File: config.mk
export PLATFORM = sky130hd
export DESIGN_NAME = uart_tx_buffered
export DESIGN_NICKNAME = d
export VERILOG_FILES = /design/src/rtl/uart_pkg.sv /design/src/rtl/uart_fifo.sv /design/src/rtl/uart_tx_buffered.sv
export SDC_FILE = /design/constraint.sdc
export NUM_CORES = 1
export LEC_CHECK = 0
export ABC_AREA = 1
export ABC_CLOCK_PERIOD_IN_PS = 3750
export CORE_UTILIZATION = 60
export CTS_CLUSTER_DIAMETER = 150
export CTS_CLUSTER_SIZE = 10
export DETAILED_ROUTE_END_ITERATION = 16
export GPL_ROUTABILITY_DRIVEN = 0
export PLACE_DENSITY = 0.92
export SLEW_MARGIN = 20
export SYNTH_ARGS = -nofsm -noshare
export SYNTH_HDL_FRONTEND = slang
export SYNTH_SLANG_ARGS = --single-unit
File: constraint.sdc
create_clock -name CLK -period 3.75 [get_ports CLK]
set_clock_uncertainty 0.05 [all_clocks]
set_input_delay 0.375 -clock CLK [delete_from_list [all_inputs] [get_ports CLK]]
set_output_delay 0.375 -clock CLK [all_outputs]
set_load 0.005 [all_outputs]
File: src/rtl/uart_pkg.sv
// Shared types and constants for the buffered UART transmitter.
package uart_pkg;

  localparam int unsigned DefWidth         = 8;
  localparam int unsigned DefDepth         = 4;
  localparam int unsigned DefPrescaleWidth = 6;
  localparam int unsigned MaxWidth         = 9;

  typedef enum logic [2:0] {
    StIdle,
    StStart,
    StData,
    StParity,
    StStop
  } tx_state_e;

  // Callers zero-extend narrower words, which leaves the XOR unchanged.
  function automatic logic parity_bit(input logic [MaxWidth-1:0] data, input logic odd);
    return (^data) ^ odd;
  endfunction

endpackage

File: src/rtl/uart_fifo.sv
// Synchronous FIFO with occupancy count; pushes when full and pops when empty are ignored.
module uart_fifo #(
  parameter int unsigned Width = 8,
  parameter int unsigned Depth = 4,
  localparam int unsigned PtrW = $clog2(Depth),
  localparam int unsigned CntW = PtrW + 1
) (
  input  logic             clk_i,
  input  logic             rst_ni,
  input  logic             push_i,
  input  logic [Width-1:0] wdata_i,
  input  logic             pop_i,
  output logic [Width-1:0] rdata_o,
  output logic             full_o,
  output logic             empty_o,
  output logic [CntW-1:0]  count_o
);

  logic [Width-1:0] mem_q [Depth];
  logic [PtrW-1:0]  wr_ptr_q, rd_ptr_q;
  logic [CntW-1:0]  count_q;
  logic             do_push, do_pop;

  assign full_o  = (count_q == CntW'(Depth));
  assign empty_o = (count_q == '0);
  assign count_o = count_q;
  assign rdata_o = mem_q[rd_ptr_q];

  // Full is judged on occupancy before the edge, so a simultaneous pop never frees a slot.
  assign do_push = push_i & ~full_o;
  assign do_pop  = pop_i & ~empty_o;

  always_ff @(posedge clk_i or negedge rst_ni) begin
    if (!rst_ni) begin
      wr_ptr_q <= '0;
      rd_ptr_q <= '0;
      count_q  <= '0;
    end else begin
      if (do_push) wr_ptr_q <= wr_ptr_q + 1'b1;
      if (do_pop)  rd_ptr_q <= rd_ptr_q + 1'b1;
      unique case ({do_push, do_pop})
        2'b10:   count_q <= count_q + 1'b1;
        2'b01:   count_q <= count_q - 1'b1;
        default: count_q <= count_q;
      endcase
    end
  end

  always_ff @(posedge clk_i) begin
    if (do_push) mem_q[wr_ptr_q] <= wdata_i;
  end

endmodule

File: src/rtl/uart_tx_buffered.sv
// UART transmitter with a TX FIFO; frames run back-to-back while words are queued.
module uart_tx_buffered
  import uart_pkg::*;
#(
  parameter int unsigned WIDTH          = DefWidth,
  parameter int unsigned DEPTH          = DefDepth,
  parameter int unsigned PRESCALE_WIDTH = DefPrescaleWidth
) (
  input  logic                      CLK,
  input  logic                      RST,
  input  logic [WIDTH-1:0]          P_DATA,
  input  logic                      DATA_VALID,
  input  logic                      PAR_EN,
  input  logic                      PAR_TYP,
  input  logic                      STOP2,
  input  logic [PRESCALE_WIDTH-1:0] Prescale,
  output logic                      TX_OUT,
  output logic                      Busy,
  output logic                      FULL,
  output logic                      OVERFLOW
);

  localparam int unsigned IdxW = $clog2(WIDTH);
  localparam int unsigned CntW = $clog2(DEPTH) + 1;
  localparam logic [IdxW-1:0] LastIdx = IdxW'(WIDTH - 1);

  tx_state_e                 state_q, state_d;
  logic [PRESCALE_WIDTH-1:0] cnt_q, cnt_d, bit_len;
  logic [IdxW-1:0]           idx_q, idx_d;
  logic [WIDTH-1:0]          data_q, data_d;
  logic                      par_en_q, par_en_d, par_bit_q, par_bit_d, stop2_q, stop2_d;
  logic                      tx_q, tx_d;
  logic                      pop, bit_done;
  logic [WIDTH-1:0]          fifo_rdata;
  logic                      fifo_full, fifo_empty;
  logic [CntW-1:0]           fifo_count;

  uart_fifo #(
    .Width (WIDTH),
    .Depth (DEPTH)
  ) u_fifo (
    .clk_i   (CLK),
    .rst_ni  (RST),
    .push_i  (DATA_VALID),
    .wdata_i (P_DATA),
    .pop_i   (pop),
    .rdata_o (fifo_rdata),
    .full_o  (fifo_full),
    .empty_o (fifo_empty),
    .count_o (fifo_count)
  );

  assign bit_len  = (Prescale == '0) ? PRESCALE_WIDTH'(1) : Prescale;
  assign bit_done = (cnt_q == bit_len - 1'b1);

  always_comb begin
    state_d   = state_q;
    cnt_d     = cnt_q + 1'b1;
    idx_d     = idx_q;
    data_d    = data_q;
    par_en_d  = par_en_q;
    par_bit_d = par_bit_q;
    stop2_d   = stop2_q;
    pop       = 1'b0;
    tx_d      = 1'b1;
    unique case (state_q)
      StIdle: begin
        cnt_d = '0;
        pop   = ~fifo_empty;
      end
      StStart: begin
        if (bit_done) begin
          state_d = StData;
          cnt_d   = '0;
        end
      end
      StData: begin
        if (bit_done) begin
          cnt_d = '0;
          if (idx_q == LastIdx) begin
            idx_d   = '0;
            state_d = par_en_q ? StParity : StStop;
          end else begin
            idx_d = idx_q + 1'b1;
          end
        end
      end
      StParity: begin
        if (bit_done) begin
          state_d = StStop;
          cnt_d   = '0;
        end
      end
      StStop: begin
        // idx_q doubles as the stop-bit index here.
        if (bit_done) begin
          cnt_d = '0;
          if (stop2_q && idx_q == '0) begin
            idx_d = IdxW'(1);
          end else begin
            idx_d   = '0;
            state_d = StIdle;
            pop     = ~fifo_empty;
          end
        end
      end
      default: state_d = StIdle;
    endcase

    if (pop) begin
      state_d   = StStart;
      data_d    = fifo_rdata;
      par_en_d  = PAR_EN;
      par_bit_d = parity_bit(MaxWidth'(fifo_rdata), PAR_TYP);
      stop2_d   = STOP2;
    end

    // The line is registered, so it is driven from the next-state view.
    unique case (state_d)
      StStart:  tx_d = 1'b0;
      StData:   tx_d = data_d[idx_d];
      StParity: tx_d = par_bit_d;
      default:  tx_d = 1'b1;
    endcase
  end

  always_ff @(posedge CLK or negedge RST) begin
    if (!RST) begin
      state_q   <= StIdle;
      cnt_q     <= '0;
      idx_q     <= '0;
      data_q    <= '0;
      par_en_q  <= 1'b0;
      par_bit_q <= 1'b0;
      stop2_q   <= 1'b0;
      tx_q      <= 1'b1;
    end else begin
      state_q   <= state_d;
      cnt_q     <= cnt_d;
      idx_q     <= idx_d;
      data_q    <= data_d;
      par_en_q  <= par_en_d;
      par_bit_q <= par_bit_d;
      stop2_q   <= stop2_d;
      tx_q      <= tx_d;
    end
  end

  assign TX_OUT   = tx_q;
  assign Busy     = (state_q != StIdle) || (fifo_count != '0);
  assign FULL     = fifo_full;
  assign OVERFLOW = DATA_VALID & fifo_full;

endmodule

# Word level (Yosys, flattened, before mapping)
# Memories as Yosys holds them, arrays and structs flattened.
# Cells that the tools add are included.
dict set report op_classes {
  n_addsub 7
  n_lt_le_gt_ge 1
  eq_ne 12
  n_mux 28
  bitwise_logic 6
  n_reduce_logical 11
}
# operator n
set op_table {}
lappend op_table {{2-to-1 mux 3 bit} 11}
lappend op_table {{one-hot mux 3 bit (5 select lines)} 1}
lappend op_table {{== test 3 x 2 -> 1 bit, second input constant} 4}
lappend op_table {{2-to-1 mux 6 bit} 2}
lappend op_table {{one-hot mux 3 bit (2 select lines)} 2}
lappend op_table {{one-hot mux 6 bit (2 select lines)} 1}
lappend op_table {{== test 3 bit, second input constant} 3}
lappend op_table {{logical NOT 3 bit} 3}
lappend op_table {{XOR reduction 9 bit} 1}
lappend op_table {{2-to-1 mux 8 bit} 1}
lappend op_table {{2-to-1 mux 1 bit} 7}
lappend op_table {{adder 3 x 1 -> 3 bit, second input constant} 2}
lappend op_table {{adder 6 x 1 -> 6 bit, second input constant} 1}
lappend op_table {{== test 3 x 1 -> 1 bit, second input constant} 2}
lappend op_table {{== test 6 bit} 1}
lappend op_table {{logical NOT 6 bit} 1}
lappend op_table {{nonzero test 3 bit} 2}
lappend op_table {{subtractor 6 x 1 -> 6 bit, second input constant} 1}
lappend op_table {{adder 2 x 1 -> 2 bit, second input constant} 2}
lappend op_table {{less-than comparator 3 x 4 -> 1 bit, second input constant} 1}
lappend op_table {{OR reduction 4 bit} 1}
lappend op_table {{bitwise AND 1 bit} 3}
lappend op_table {{binary-select mux 1 bit (select 3 bit)} 1}
lappend op_table {{one-hot mux 1 bit (3 select lines)} 1}
lappend op_table {{other kinds (9)} 10}
dict set report totals {
  regBits 31
  ramBits 32
  word_cells 77
  memories 1
}
# memory depth width rd rd_clocked_by_memory_dff wr line
set memory_table {}
lappend memory_table {u_fifo.mem_q 4 8 1 0 1 uart_fifo.sv:19} ;# logic [Width-1:0] mem_q [Depth];

# Logic depth before layout (Yosys ltp)
# Gate-level depths: netlist (run 1).
dict set report depth {
  ltp_word 10
  depth_mapped 23
  ltp_nobuf 22
}

# Hierarchy
# From an unflattened synthesis (run 1), not the netlist that was laid out.
dict set report hier_totals {
  cells_unflattened 378
  hier_area_um2 3495.9
}
# mod instances cells_per_inst area_per_inst_um2 seq_area_each_um2
set by_module_without_submodules {}
lappend by_module_without_submodules {uart_tx_buffered 1 224 1754.2 601.8}
lappend by_module_without_submodules {uart_fifo 1 154 1741.7 1136.1}

# Worst setup path after synthesis (run 1)
# OpenSTA, ideal clock, no wires.
dict set report synth_path {
  kind {input port to flip-flop}
  startpoint {in Prescale[1]}
  endpoint {reg u_fifo.count_q[2], in the netlist u_fifo.count_o[2]}
  setup_ns 0.131
  arrival_ns 2.865
  t_required_ns 3.569
  path_slack_ns 0.704
  stages 19
  n_path_buf 1
  cell_sequence {nor2_2 nand3_2 nand2_1 inv_1 ha_1 xor2_1 nand3_2 nor2_4 nand3_4 nand2_4 nand2_4 buf_6 inv_2 ha_1 inv_1 fa_1 a21oi_1 o21ai_0 xor2_1}
}
dict set report synth_between {
  elab_chain_cells 9
  elab_cells_between_ends 11
}
# item line
set synth_lines {}
lappend synth_lines {{start, declared} uart_tx_buffered.sv:16} ;# input logic [PRESCALE_WIDTH-1:0] Prescale,
lappend synth_lines {{logical NOT 6 bit} uart_tx_buffered.sv:53} ;# assign bit_len = (Prescale == '0) ? PRESCALE_WIDTH'(1) : Prescale;
lappend synth_lines {{2-to-1 mux 6 bit *} uart_tx_buffered.sv:53}
lappend synth_lines {{subtractor 6 x 1 -> 6 bit *} uart_tx_buffered.sv:54} ;# assign bit_done = (cnt_q == bit_len - 1'b1);
lappend synth_lines {{== test 6 bit *} uart_tx_buffered.sv:54}
lappend synth_lines {{2-to-1 mux 1 bit *} uart_tx_buffered.sv:96} ;# if (bit_done) begin
lappend synth_lines {{one-hot mux 1 bit (2 select lines) *} uart_tx_buffered.sv:66} ;# unique case (state_q)
lappend synth_lines {{bitwise AND 1 bit *} uart_fifo.sv:31} ;# assign do_pop = pop_i & ~empty_o;
lappend synth_lines {{named net u_fifo.do_pop} uart_fifo.sv:22} ;# logic do_push, do_pop;
lappend synth_lines {{== test 2 x 1 -> 1 bit / == test 2 bit (equally long branches)} uart_fifo.sv:41} ;# unique case ({do_push, do_pop})
lappend synth_lines {{one-hot mux 3 bit (2 select lines) / nonzero test 2 bit (equally long branches)} --}
lappend synth_lines {{end signal, assigned} uart_fifo.sv:42} ;# 2'b10: count_q <= count_q + 1'b1;
lappend synth_lines {{end signal, assigned} uart_fifo.sv:43} ;# 2'b01: count_q <= count_q - 1'b1;
lappend synth_lines {{end signal, assigned} uart_fifo.sv:44} ;# default: count_q <= count_q;
lappend synth_lines {{end, declared} uart_fifo.sv:21} ;# logic [CntW-1:0] count_q;
# Mark *: on every way through the listed nets, which the timed path passes. The rest lies on a longest branch.
# A chain may end at the register's enable or synchronous reset.

# Worst setup path after layout (run 1)
dict set report layout_path {
  startpoint {in Prescale[2]}
  endpoint {reg u_fifo.count_q[2], in the netlist u_fifo.count_o[2]}
}
# The elaborated chain is that of the path after synthesis.

==> results.toml, run 1 <==
[run_status]
status = "finished, final reports clean"

[drt]
drt-initial-drc-count = 132
vias = 2504
drtPass1Iterations = 5
drc = 0
ant_nets = 0
drt-total-wl_um = 6552
viasPerCell = 5.515
post_drt_wl_per_cell_um = 14.43

[clock_network]
clock-root-buffer = "clkbuf_8"
cts_made_buffers = 9
post_cts_resize_count = 0
cts_hold_buf = 0
clk_latency_ns = 0.34
cts-htree-levels = 3
clock-sinks = 63
post_cts_buffers = 0
clk_pin_slew_worst_paths_ns = 0.07
cts_tree = "done"
cts_buffer_depth = 2

[timing]
setup_tns_ns = 0
fmax_mhz = 304.5
fin_crit_sh_pct = 87.56
worst_slew_pin_slew_ns = 0.7674
grt_setup_unrepaired = "no"
setup_violations = 0
final_max_slew_viol_count = 0
hold_violations = 0
finalCriticalPeriod_ns = 3.284
slew-limit-headroom_pct = 48.65

[final_layout]
most-common-layout-cells = "nand2_1 (71), inv_1 (38), nor2_1 (38)"
antennaDiodeCount = 0
fin_area_um2 = 3740
drive_gt1_share_pct = 12.24
post-route-util_pct = 72.30
final_common_cell = "nand2_1"
final_nets = 410
synthToLayoutAreaGrowth_pct = 14.48

[logic_synthesis]
synth_fp_nets = 379
synth_cells = 348
synth.cell_area_um2 = 3267
synth_seq_cells = 63
ys_seq_area_share_pct = 53.20
yosysWarningCount = 0
postSynthAreaPerCell_um2 = 9.388
yosys.cell_types.count = 37

[floorplan]
dieArea_um2 = 5744
num_io_pins = 24
dieWidth_um = 75.79
core_um2 = 5172
num_rows = 26
die-height_um = 75.79
start_util_pct = 63.16

[placement]
place.port_buffers = 23
place_hpwl_um = 4597
place_area_um2 = 3560

[critical_path]
cpMaxStageDelayCell = "clkdlybuf4s50_1"
end_kind = "register"
r2r_setup_slack_ns = 1.19
r2r_cells = 17
start_kind = "primary input"
crit_chain = "clkdlybuf4s50_1 -> nor2_2 -> nand3_2 -> nand2_1 -> inv_1 -> ha_1 -> nand3b_1 -> nand2_1 -> nand3_2 -> nor2_4 -> nand3_4 -> nand2_4 -> nand2_4 -> inv_2 -> ha_1 -> inv_1 -> fa_1 -> a21oi_1 -> o21ai_0 -> xor2_1"
r2r-start = "cnt_q[2]"
worstSetupPathType = "in -> reg"
startpoint = "Prescale[2]"
timing.rr.end = "u_fifo.count_o[2]"
worstPathMaxFanout = 8
required_ns = 3.92
worstPathArrival_ns = 3.46
crit_path_max_incr_delay_ns = 0.47

[global_route]
grt_pass1_wl_um = 10410
grt_usage_pct = 25.49
grt_overflow = 0
grt_pass1_vias = 2404
antenna_found_initial = 0
grt_max_degree = 32

[power_and_ir_drop]
combPwrFrac_pct = 42.2
p_int_mw = 1.742
pwr-share-clk_pct = 19.0
power_density_nw_per_um2 = 777.6
p_sw_share_pct = 40.10
seq_power_share_pct = 38.8
cellLeakagePower_nw = 1.645
peakVddDrop_uv = 540.1
switching_power_mw = 1.166

[min_path]
hp-class = "in -> async"

[job]
drv_cap = 0
-- cell type report --
class	instances	area, µm²
sequential	63	1738
fill	367	1433
multi-input combinational	236	1321
timing repair buffer	25	245.2
inverter	44	167.7
clock buffer	11	131.4
tap	70	87.58
clock inverter	5	48.80
-- registers in the layout, indices dropped and copies added, names as in the netlist --
register,cells
u_fifo.mem_q,32
data_q,8
cnt_q,6
idx_q,3
state_q,3
u_fifo.count_o,3
u_fifo.rd_ptr_q,2
u_fifo.wr_ptr_q,2
TX_OUT,1
par_bit_q,1
par_en_q,1
stop2_q,1
-- critical path, delay by kind of cell --
family / cells / cell delay [ns]
buffers and inverters: 4 / 0.68
and+or+nand+nor: 10 / 1.22
xor gates and xnor gates: 1 / 0.15
adders and majority gates: 3 / 0.77
AOI/OAI and AO/OA: 2 / 0.24
-- power by group through the flow --
stage,registers (mW),logic (mW),clock network (mW)
2_1_floorplan,1.06,0.988,0
3_3_place_gp,1.13,1.14,0
3_5_place_dp,1.14,1.20,0
4_1_cts,1.13,1.22,0.557
5_1_grt,1.15,1.37,0.587
6_report,1.13,1.23,0.552
-- cell families after synthesis --
logic type | count (synthesis) | share of synthesized area (%)
AOI/OAI and AO/OA | 33 | 6.205
xor gates and xnor gates | 14 | 3.753
buffers and inverters | 49 | 6.358
adders and majority gates | 11 | 4.443
DFF | 63 | 53.20
and+or+nand+nor | 178 | 26.04
-- how the worst max path moves through the flow --
stage          slack (ns)                 to  depth (start not counted)
2_1_floorplan        0.70  u_fifo.count_o[2]                         19
3_3_place_gp         0.26  u_fifo.count_o[2]                         19
3_5_place_dp         0.14  u_fifo.count_o[2]                         20
4_1_cts              0.48  u_fifo.count_o[2]                         20
5_1_grt              0.26  u_fifo.count_o[2]                         21
6_report             0.47  u_fifo.count_o[2]                         20
-- cell usage after synthesis, drive strengths merged --
library cell / count / area (µm²)
a21oi: 4 / 20.02
buf: 5 / 40.04
dfrtp: 30 / 750.7
dfstp: 1 / 26.28
edfxtp: 32 / 960.9
fa: 1 / 20.02
ha: 10 / 125.1
inv: 44 / 167.7
nand2: 85 / 364.1
nand3: 36 / 202.7
nand3b: 5 / 41.29
nand4: 3 / 18.77
nor2: 43 / 188.9
nor3: 3 / 15.01
nor3b: 1 / 7.510
o211a: 1 / 10.01
o211ai: 1 / 7.510
o21ai: 17 / 85.08
o22a: 1 / 8.760
o22ai: 8 / 62.56
o311ai: 1 / 8.760
or2: 2 / 12.51
xnor2: 6 / 52.55
xor2: 8 / 70.07
-- layer usage --
metal  vias up  share of wire, %  track usage [%]
li1       1208                 -                -
met1      1196                40            29.13
met2        80                52            44.35
met3        20               4.6            4.497
met4         0               3.2            15.84
met5         -                 0                0
-- through the flow --
step | setup WS (ns) | instances | hold WS (ns) | total power, mW
4_1_cts | 0.4764 | 454 | 0.3966 | 2.906
3_3_place_gp | 0.2573 | 438 | 0.4055 | 2.266
2_1_floorplan | 0.7040 | 348 | 0.02941 | 2.051
5_1_grt | 0.2564 | 454 | 0.4274 | 3.114
3_5_place_dp | 0.1357 | 438 | 0.4107 | 2.336
6_report | 0.4664 | 454 | 0.3752 | 2.908
Power figures use the tool's default switching activity.
==> inputs of run 2 (changes only) <==
--- a/config.mk
+++ b/config.mk
@@ -7,12 +7,11 @@
 export LEC_CHECK = 0
 export ABC_AREA = 1
 export ABC_CLOCK_PERIOD_IN_PS = 3750
-export CORE_UTILIZATION = 60
-export CTS_CLUSTER_DIAMETER = 150
+export CORE_UTILIZATION = 50
 export CTS_CLUSTER_SIZE = 10
 export DETAILED_ROUTE_END_ITERATION = 16
 export GPL_ROUTABILITY_DRIVEN = 0
-export PLACE_DENSITY = 0.92
+export PLACE_DENSITY = 0.81
 export SLEW_MARGIN = 20
 export SYNTH_ARGS = -nofsm -noshare
 export SYNTH_HDL_FRONTEND = slang
==> results.toml, run 2 (synthesis results as in run 1) <==
[run_status]
status = "finished, final reports clean"

[critical_path]
r2r_cells = 17
timing.rr.end = "u_fifo.count_o[2]"
worstSetupPathType = "in -> reg"
worstPathArrival_ns = 3.47
r2r_setup_slack_ns = 1.18
worstPathMaxFanout = 8
start_kind = "primary input"
end_kind = "register"
startpoint = "Prescale[3]"
r2r-start = "cnt_q[2]"
required_ns = 3.93

[timing]
worst_slew_pin_slew_ns = 0.7875
grt_setup_unrepaired = "no"
setup_tns_ns = 0
hold_violations = 0
fin_crit_sh_pct = 87.75
finalCriticalPeriod_ns = 3.291
fmax_mhz = 303.9
setup_violations = 0
final_max_slew_viol_count = 0
setup_ws_ns = 0.4595
slew-limit-headroom_pct = 47.30

[drt]
post_drt_wl_per_cell_um = 13.46
drt-initial-drc-count = 152
drtPass1Iterations = 4
viasPerCell = 5.252
drc = 0
drt-total-wl_um = 6205
vias = 2421
ant_nets = 0

[clock_network]
clk_latency_ns = 0.35
clk_pin_slew_worst_paths_ns = 0.07
cts_buffer_depth = 2
post_cts_resize_count = 0
cts_hold_buf = 0
cts_tree = "done"
clock-sinks = 63
cts_made_buffers = 9
clock-root-buffer = "clkbuf_8"
cts-htree-levels = 3
post_cts_buffers = 0

[global_route]
grt_usage_pct = 19.99
grt_pass1_wl_um = 10680
grt_overflow = 0
antenna_found_initial = 0
grt_max_degree = 32
grt_pass1_vias = 2417

[floorplan]
start_util_pct = 51.74
dieWidth_um = 82.83
num_rows = 29
dieArea_um2 = 6861
core_um2 = 6314
num_io_pins = 24
die-height_um = 82.83

[power_and_ir_drop]
seq_power_share_pct = 38.0
combPwrFrac_pct = 40.1
p_sw_share_pct = 39.03
switching_power_mw = 1.161
p_int_mw = 1.813
pwr-share-clk_pct = 21.8
cellLeakagePower_nw = 1.660
power_mw = 2.973
peakVddDrop_uv = 390.0
power_density_nw_per_um2 = 785.1

[final_layout]
synthToLayoutAreaGrowth_pct = 15.93
most-common-layout-cells = "nand2_1 (71), inv_1 (38), nor2_1 (38)"
multi_input_area_um2 = 1321
antennaDiodeCount = 0
fillers = 537
post-route-util_pct = 59.99
regArea_um2 = 1738
largest_registers = "u_fifo.mem_q: 32 flops, data_q: 8 flops, cnt_q: 6 flops"
final_nets = 410
final_common_cell = "nand2_1"
regMostFlops = "u_fifo.mem_q"
drive_gt1_share_pct = 13.02
largest_reg_flops = 32
stdcell_count = 461

[min_path]
hp-class = "in -> async"

[placement]
post-place-ws_ns = 0.1055
dp.cells = 445
place.port_buffers = 23
place_hpwl_um = 4449

[job]
drv_cap = 0
-- run 2: cell types whose count changed in the layout (fill, tap and decap cells not counted), sizes merged --
cell,change
clkbuf,-2
bufinv,+1
inv,+1
clkinv,-1
clkinvlp,+1
-- run 2: worst max path at each step --
stage | endpoint | slack (ns) | cells past startpoint
2_1_floorplan | u_fifo.count_o[2] | 0.70 | 19
3_3_place_gp | u_fifo.count_o[2] | 0.25 | 19
3_5_place_dp | u_fifo.count_o[2] | 0.11 | 19
4_1_cts | u_fifo.count_o[2] | 0.46 | 19
5_1_grt | u_fifo.count_o[2] | 0.27 | 19
6_report | u_fifo.count_o[2] | 0.46 | 19
-- run 2: final cells by class --
cell class / count / share of cell area [%]
inverter: 44 / 4.427
timing repair buffer: 25 / 6.475
multi-input combinational: 236 / 34.89
clock buffer: 9 / 3.271
clock inverter: 7 / 2.511
sequential: 63 / 45.89
tap: 77 / 2.544
-- run 2: power by group through the flow --
| stage | Sequential [mW] | Clock [mW] | Combinational, mW |
|---|---|---|---|
| after floorplan | 1.06 | 0 | 0.988 |
| after global placement | 1.13 | 0 | 1.15 |
| after detailed placement | 1.14 | 0 | 1.19 |
| after CTS | 1.13 | 0.661 | 1.21 |
| after global routing | 1.16 | 0.691 | 1.37 |
| final | 1.13 | 0.650 | 1.19 |
-- run 2: metal layers --
metal | GRT usage, % | routed length [µm]
met4 | 6.740 | 96
met3 | 7.157 | 293
met2 | 33.08 | 3116
met5 | 0 | 0
met1 | 24.28 | 2698
-- run 2: critical path: stages --
cell,delay (ns)
clkdlybuf4s50_1,0.46
nor2_1,0.20
nand3_2,0.13
nand2_1,0.10
inv_1,0.04
ha_1,0.30
xor2_1,0.18
nand3_2,0.11
nor2_4,0.17
nand3_4,0.12
nand2_4,0.13
nand2_4,0.06
inv_2,0.10
ha_1,0.15
inv_1,0.06
fa_1,0.37
a21oi_1,0.14
o21ai_0,0.11
xor2_1,0.15
-- run 2: per-stage QoR --
step | hold slack (ns) | area [µm²]
2_1_floorplan | 0.02941 | 3267
3_3_place_gp | 0.4029 | 3568
3_5_place_dp | 0.4197 | 3568
4_1_cts | 0.3754 | 3787
5_1_grt | 0.3974 | 3787
6_report | 0.3585 | 3787
